==> config.mk <==
export PLATFORM = sky130hd
export DESIGN_NAME = gigatron_ram_arbiter
export DESIGN_NICKNAME = d
export VERILOG_FILES = /design/src/rtl/gigatron_ram_arbiter.sv
export SDC_FILE = /design/constraint.sdc
export NUM_CORES = 1
export LEC_CHECK = 0
export CORE_MARGIN = 2
export CORE_UTILIZATION = 30
export CTS_CLUSTER_DIAMETER = 60
export DETAILED_ROUTE_END_ITERATION = 8
export PLACE_DENSITY_LB_ADDON = 0.05
export SETUP_SLACK_MARGIN = 0.1
export SLEW_MARGIN = 30
export SYNTH_ARGS = -nofsm -noshare
export SYNTH_HDL_FRONTEND = slang
export SYNTH_SLANG_ARGS = --single-unit
==> constraint.sdc <==
create_clock -name clk -period 2.2 [get_ports clk]
set_input_delay 0.44 -clock clk [delete_from_list [all_inputs] [get_ports clk]]
set_output_delay 0.44 -clock clk [all_outputs]
set_load 0.03 [all_outputs]
==> src/rtl/gigatron_ram_arbiter.sv <==
// gigatron_ram_arbiter: shares the single asynchronous SRAM between the
// Gigatron CPU and a host port (debug/loader/SPI bridge).
// The CPU always owns the SRAM pins and is never stalled. A host access is
// only slotted into a CPU cycle that neither reads nor stores RAM.
// Optional build macro: GIGATRON_ARB_ERR_EN adds a PEND wait counter that
// aborts a host access after TIMEOUT non-granted cycles (TIMEOUT=0: never).
module gigatron_ram_arbiter #(
  parameter int unsigned TIMEOUT = 255,
  parameter int unsigned AW      = 16
) (
  input  logic          clk,
  input  logic          reset,
  input  logic [AW-1:0] cpu_addr,
  input  logic [7:0]    cpu_wdata,
  output logic [7:0]    cpu_rdata,
  input  logic          cpu_oe_n,
  input  logic          cpu_we,
  input  logic          host_req,
  input  logic          host_we,
  input  logic [AW-1:0] host_addr,
  input  logic [7:0]    host_wdata,
  output logic [7:0]    host_rdata,
  output logic          host_ack,
  output logic          host_err,
  output logic [AW-1:0] ram_addr,
  output logic [7:0]    ram_wdata,
  input  logic [7:0]    ram_rdata,
  output logic          ram_oe_n,
  output logic          ram_we_n
);

  typedef enum logic [1:0] {IDLE, PEND, DONE} state_t;

  state_t        r_state;
  logic          r_h_we;
  logic [AW-1:0] r_h_addr;
  logic [7:0]    r_h_wdata;
  logic [7:0]    r_host_rdata;
  logic          r_host_ack;

  logic          w_cpu_idle;
  logic          w_grant;

  assign w_cpu_idle = cpu_oe_n & ~cpu_we;
  assign w_grant    = (r_state == PEND) & w_cpu_idle;

`ifdef GIGATRON_ARB_ERR_EN
  logic [7:0] r_wcnt;
  logic [7:0] w_wcnt_next;
  logic       w_timeout;
  logic       r_host_err;

  // Saturating wait count; the timeout fires on the cycle the count would
  // reach TIMEOUT, i.e. after TIMEOUT consecutive non-granted PEND cycles.
  // A TIMEOUT above 255 can never be reached and behaves like "never".
  assign w_wcnt_next = (r_wcnt == 8'hFF) ? 8'hFF : r_wcnt + 8'd1;
  assign w_timeout   = (TIMEOUT != 0) && (32'(w_wcnt_next) == TIMEOUT);
  assign host_err    = r_host_err;
`else
  logic w_unused_timeout;

  assign w_unused_timeout = (TIMEOUT == 0);
  assign host_err         = 1'b0;
`endif

  assign host_rdata = r_host_rdata;
  assign host_ack   = r_host_ack;

  // CPU read data is a pure passthrough: no registers on the CPU path.
  assign cpu_rdata = ram_rdata;

  // Host access FSM: latch the request, wait for an idle CPU cycle, ack once.
  always_ff @(posedge clk or posedge reset) begin
    if (reset) begin
      r_state      <= IDLE;
      r_h_we       <= 1'b0;
      r_h_addr     <= '0;
      r_h_wdata    <= '0;
      r_host_rdata <= '0;
      r_host_ack   <= 1'b0;
`ifdef GIGATRON_ARB_ERR_EN
      r_wcnt       <= '0;
      r_host_err   <= 1'b0;
`endif
    end else begin
      r_host_ack <= 1'b0;
`ifdef GIGATRON_ARB_ERR_EN
      r_host_err <= 1'b0;
`endif
      case (r_state)
        IDLE: begin
`ifdef GIGATRON_ARB_ERR_EN
          r_wcnt <= '0;
`endif
          if (host_req) begin
            r_h_we    <= host_we;
            r_h_addr  <= host_addr;
            r_h_wdata <= host_wdata;
            r_state   <= PEND;
          end
        end
        PEND: begin
          if (w_grant) begin
            if (!r_h_we) begin
              r_host_rdata <= ram_rdata;
            end
            r_host_ack <= 1'b1;
            r_state    <= DONE;
          end
`ifdef GIGATRON_ARB_ERR_EN
          else begin
            r_wcnt <= w_wcnt_next;
            if (w_timeout) begin
              r_host_ack <= 1'b1;
              r_host_err <= 1'b1;
              r_state    <= DONE;
            end
          end
`endif
        end
        DONE: begin
          r_state <= IDLE;
        end
        default: begin
          r_state <= IDLE;
        end
      endcase
    end
  end

  // SRAM pin mux. Writes strobe low only in the second (clk-low) half so the
  // address is stable across the whole strobe. Reset forces IDLE, which hands
  // the pins straight back to the CPU without waiting for a clock edge.
  always_comb begin
    ram_addr  = cpu_addr;
    ram_wdata = cpu_wdata;
    ram_oe_n  = cpu_oe_n;
    ram_we_n  = cpu_we ? clk : 1'b1;
    if (w_grant) begin
      ram_addr  = r_h_addr;
      ram_wdata = r_h_wdata;
      ram_oe_n  = r_h_we;
      ram_we_n  = r_h_we ? clk : 1'b1;
    end
  end

endmodule

Word-level counts from Yosys, hierarchy flattened
Cells that the tools add are included.

storage, ports and cells
  word-level logic and storage cells = 28
  input port bits = 62
  register bits after elaboration = 36
  output and inout bits = 44

operators by class
  reductions and logical operators = 4
  bitwise operators = 4
  equality and inequality tests = 3
  multiplexer cells = 11

operators with widths
  cell                                           number
  two-way mux 16 bit                             1
  two-way mux 8 bit                              1
  two-way mux 1 bit                              6
  two-way mux 2 bit                              2
  != test 2 bit, second input constant           2
  one-hot mux 2 bit (2 select lines)             1
  AND reduction 2 bit                            2
  AND reduction 3 bit                            1
  AND 1 bit                                      2
  == test 2 x 1 -> 1 bit, second input constant  1
  zero test 2 bit                                1
  NOT 1 bit                                      2

Longest topological paths before layout
  depth after elaboration = 5
  gate-level depth with buffers = 5

==> run metrics <==
Via density between 4 and 5; Final Hold Fails 0; Critical path origin cpu_we; status complete, but fails checks; worst slack at placement -0.682 ns; IO Port Bufs ~100; Critical Path Fanout Max 4; multi-input combinational cell area about 860 µm²; Req. time, crit path 1.76 ns; syn_nets between 150 and 200; Final Util 0.564; FF-to-FF setup slack 0.37 ns; Die Area approximately 6600 µm²; failing checks setup timing; critical path arrival between 1.5 and 2 ns; Setup Viol. Count Final 26; max-slew violations 0; EDFF count, synth 0; R2R Path End host_rdata[3]$_DFFE_PP0P_; Gate power share 0.429; largest net degree at the start of global routing 37; initial antenna violation count 0; # DRC 0; synthesized flop and latch total 36; Starting Density 0.305; Switching Fraction 0.314; clock network power share 0.223; layout cells sized above 1 0.485; fmax 442 MHz; async set or reset register ratio after synthesis 1.00; initial DRC count 34; PnR Total Power between 2 and 3 mW; most frequent cell after synthesis mux2_2; dpl hpwl 3330 µm; clk_skew around 0.0056 ns; Max VDD drop roughly 0.56 mV; Die Ht ~81 µm; Mapped Area ~1800 µm²; cell row count 28; Max Cap Viol 0; Cell Int Power 2.05 mW; IO Pins approximately 110; die width 81.1 µm; Critical Path Source Type input pin; Syn Inst Count 120; nets a little under 300; Critical Path Sink ram_addr[3]; Psw 0.939 mW; unrepaired setup endpoints after global routing true; setup TNS -0.930 ns; top cell type by total area after synthesis dfrtp_1; Post-CTS Hold Buffers 0; Syn-to-layout area delta 84.8%; number of nets with antenna violations after routing 0; Routed WL 4650 µm; Top FF cell, synth dfrtp_1; first-pass GRT wire length around 7300 µm; DR WL/cell around 15 µm; Worst R2R Path Depth 7; sequential share of the synthesized area 0.505; Antenna Cells 0; fill count 487; worst hold path type in2async; vias in the first global route approximately 1600; post-synth top area share 0.505; Worst R2R Start r_state[1]$_DFFE_PP0P_; Flop pwr share 0.348; Final min period 2.26 ns; crit path capture type primary output; Power Dens Cells 907 nW/µm²; drt pass-1 iters 4; P_leak 1.44 nW; smallest hold slack 0.473 ns; Clock transition at path regs roughly 0.070 ns; Core ar. slightly below 6000 µm²; Via Count roughly 1400; register area 901 µm²; Clock Latency Late Sink around 0.38 ns; Yosys cell types 16; Synth top cells by count mux2_2 (49), dfrtp_1 (36), buf_4 (13); RePlAce Congestion roughly 0.7; total congestion overflow 0; part of the cycle the worst path needs 1.03; Crit Path Class in2out; Synth area leaders dfrtp_1 (50%), mux2_2 (31%), mux2_4 (6.7%); Syn Area/Cell about 15 µm²; total global-route track usage 0.150; final worst slack -0.0637 ns; CTS tree yes; yosys warns 0
==> flip-flops by register name, summed over array words and instances (netlist names) <==
name,flops
host_ack,1
host_rdata,8
r_h_addr,16
r_h_wdata,8
r_h_we,1
r_state,2
==> worst min-delay path by stage <==
stage | startpoint | end | slack [ns] | cells past startpoint
2_1_floorplan | r_state[1]$_DFFE_PP0P_ | r_state[0]$_DFFE_PP0P_ | 0.45 | 1
3_5_place_dp | host_rdata[7]$_DFFE_PP0P_ | host_rdata[7]$_DFFE_PP0P_ | 0.49 | 1
4_1_cts | reset | r_h_wdata[7]$_DFFE_PP0P_ | 0.48 | 3
6_report | reset | host_rdata[0]$_DFFE_PP0P_ | 0.47 | 3
3_3_place_gp | r_h_addr[9]$_DFFE_PP0P_ | r_h_addr[9]$_DFFE_PP0P_ | 0.48 | 1
5_1_grt | reset | r_h_wdata[7]$_DFFE_PP0P_ | 0.51 | 3
==> placed cells by master (no fill, tap or decap) <==
cell | synthesis | layout
buf_8 | 0 | 2
nor2b_4 | 1 | 1
buf_16 | 0 | 1
and4bb_2 | 1 | 1
a21oi_2 | 0 | 1
a311oi_1 | 1 | 1
and4bb_4 | 0 | 1
clkbuf_1 | 0 | 2
mux2_4 | 8 | 32
mux2_2 | 49 | 25
conb_1 | 1 | 1
nor3b_4 | 0 | 1
nor2b_1 | 1 | 1
buf_12 | 0 | 3
dlygate4sd2_1 | 0 | 2
inv_1 | 2 | 2
buf_6 | 2 | 25
clkbuf_8 | 0 | 9
clkbuf_16 | 0 | 2
buf_4 | 13 | 10
dfrtp_1 | 36 | 36
or2_4 | 0 | 1
clkdlybuf4s50_1 | 0 | 76
nor2_1 | 1 | 1
==> power groups by stage <==
stage / clock [mW] / combinational, mW / sequential, mW
after floorplan: 0.0333 / 0.570 / 1.17
after global placement: 0.0508 / 1.16 / 1.04
after detailed placement: 0.0508 / 1.17 / 1.05
after CTS: 0.693 / 1.25 / 1.04
after global routing: 0.736 / 1.36 / 1.08
final: 0.666 / 1.28 / 1.04
==> layer usage <==
| layer | GRT usage | part of all wire |
|---|---|---|
| met5 | 0 | 0 |
| met4 | 0.0847 | 0.012 |
| met3 | 0.0378 | 0.067 |
| met2 | 0.264 | 0.52 |
| met1 | 0.163 | 0.40 |
==> logic make-up (layout without fill, tap and decap cells) <==
| logic type | count (synthesis) | count (layout) | synth area share |
|---|---|---|---|
| other | 1 | 1 | 0.00210 |
| muxes | 57 | 57 | 0.376 |
| and+or+nand+nor | 7 | 7 | 0.0378 |
| AOI/OAI and AO/OA | 2 | 2 | 0.00771 |
| DFF | 36 | 36 | 0.505 |
| buffers and inverters | 17 | 134 | 0.0715 |
==> metrics by stage <==
step | cell area (µm²) | instances
2_1_floorplan | 1790 | 120
3_3_place_gp | 2890 | 295
3_5_place_dp | 2890 | 295
4_1_cts | 3170 | 309
5_1_grt | 3300 | 312
6_report | 3300 | 312
==> critical path, stage by stage <==
cell	delay, ns
dlygate4sd2_1	0.28
and4bb_4	0.39
buf_12	0.13
clkbuf_16	0.14
mux2_4	0.30
buf_6	0.14
==> area by class of cell <==
cell class / instances / share of cell area
clock buffers: 12 / 0.0432
inverters: 2 / 0.00228
multi-input cells: 67 / 0.262
flip-flops and latches: 36 / 0.273
well taps: 75 / 0.0284
repair buffers: 120 / 0.391
==> what timing repair did <==
item | 4_1_cts | 5_1_grt
endpoints found under the setup margin | 27 | 27
resized for setup | 179 | 19
setup buffers | 2 | 1
pin swaps | 1 | 2
gates cloned | 1 | 2
Power figures use the tool's default switching activity.
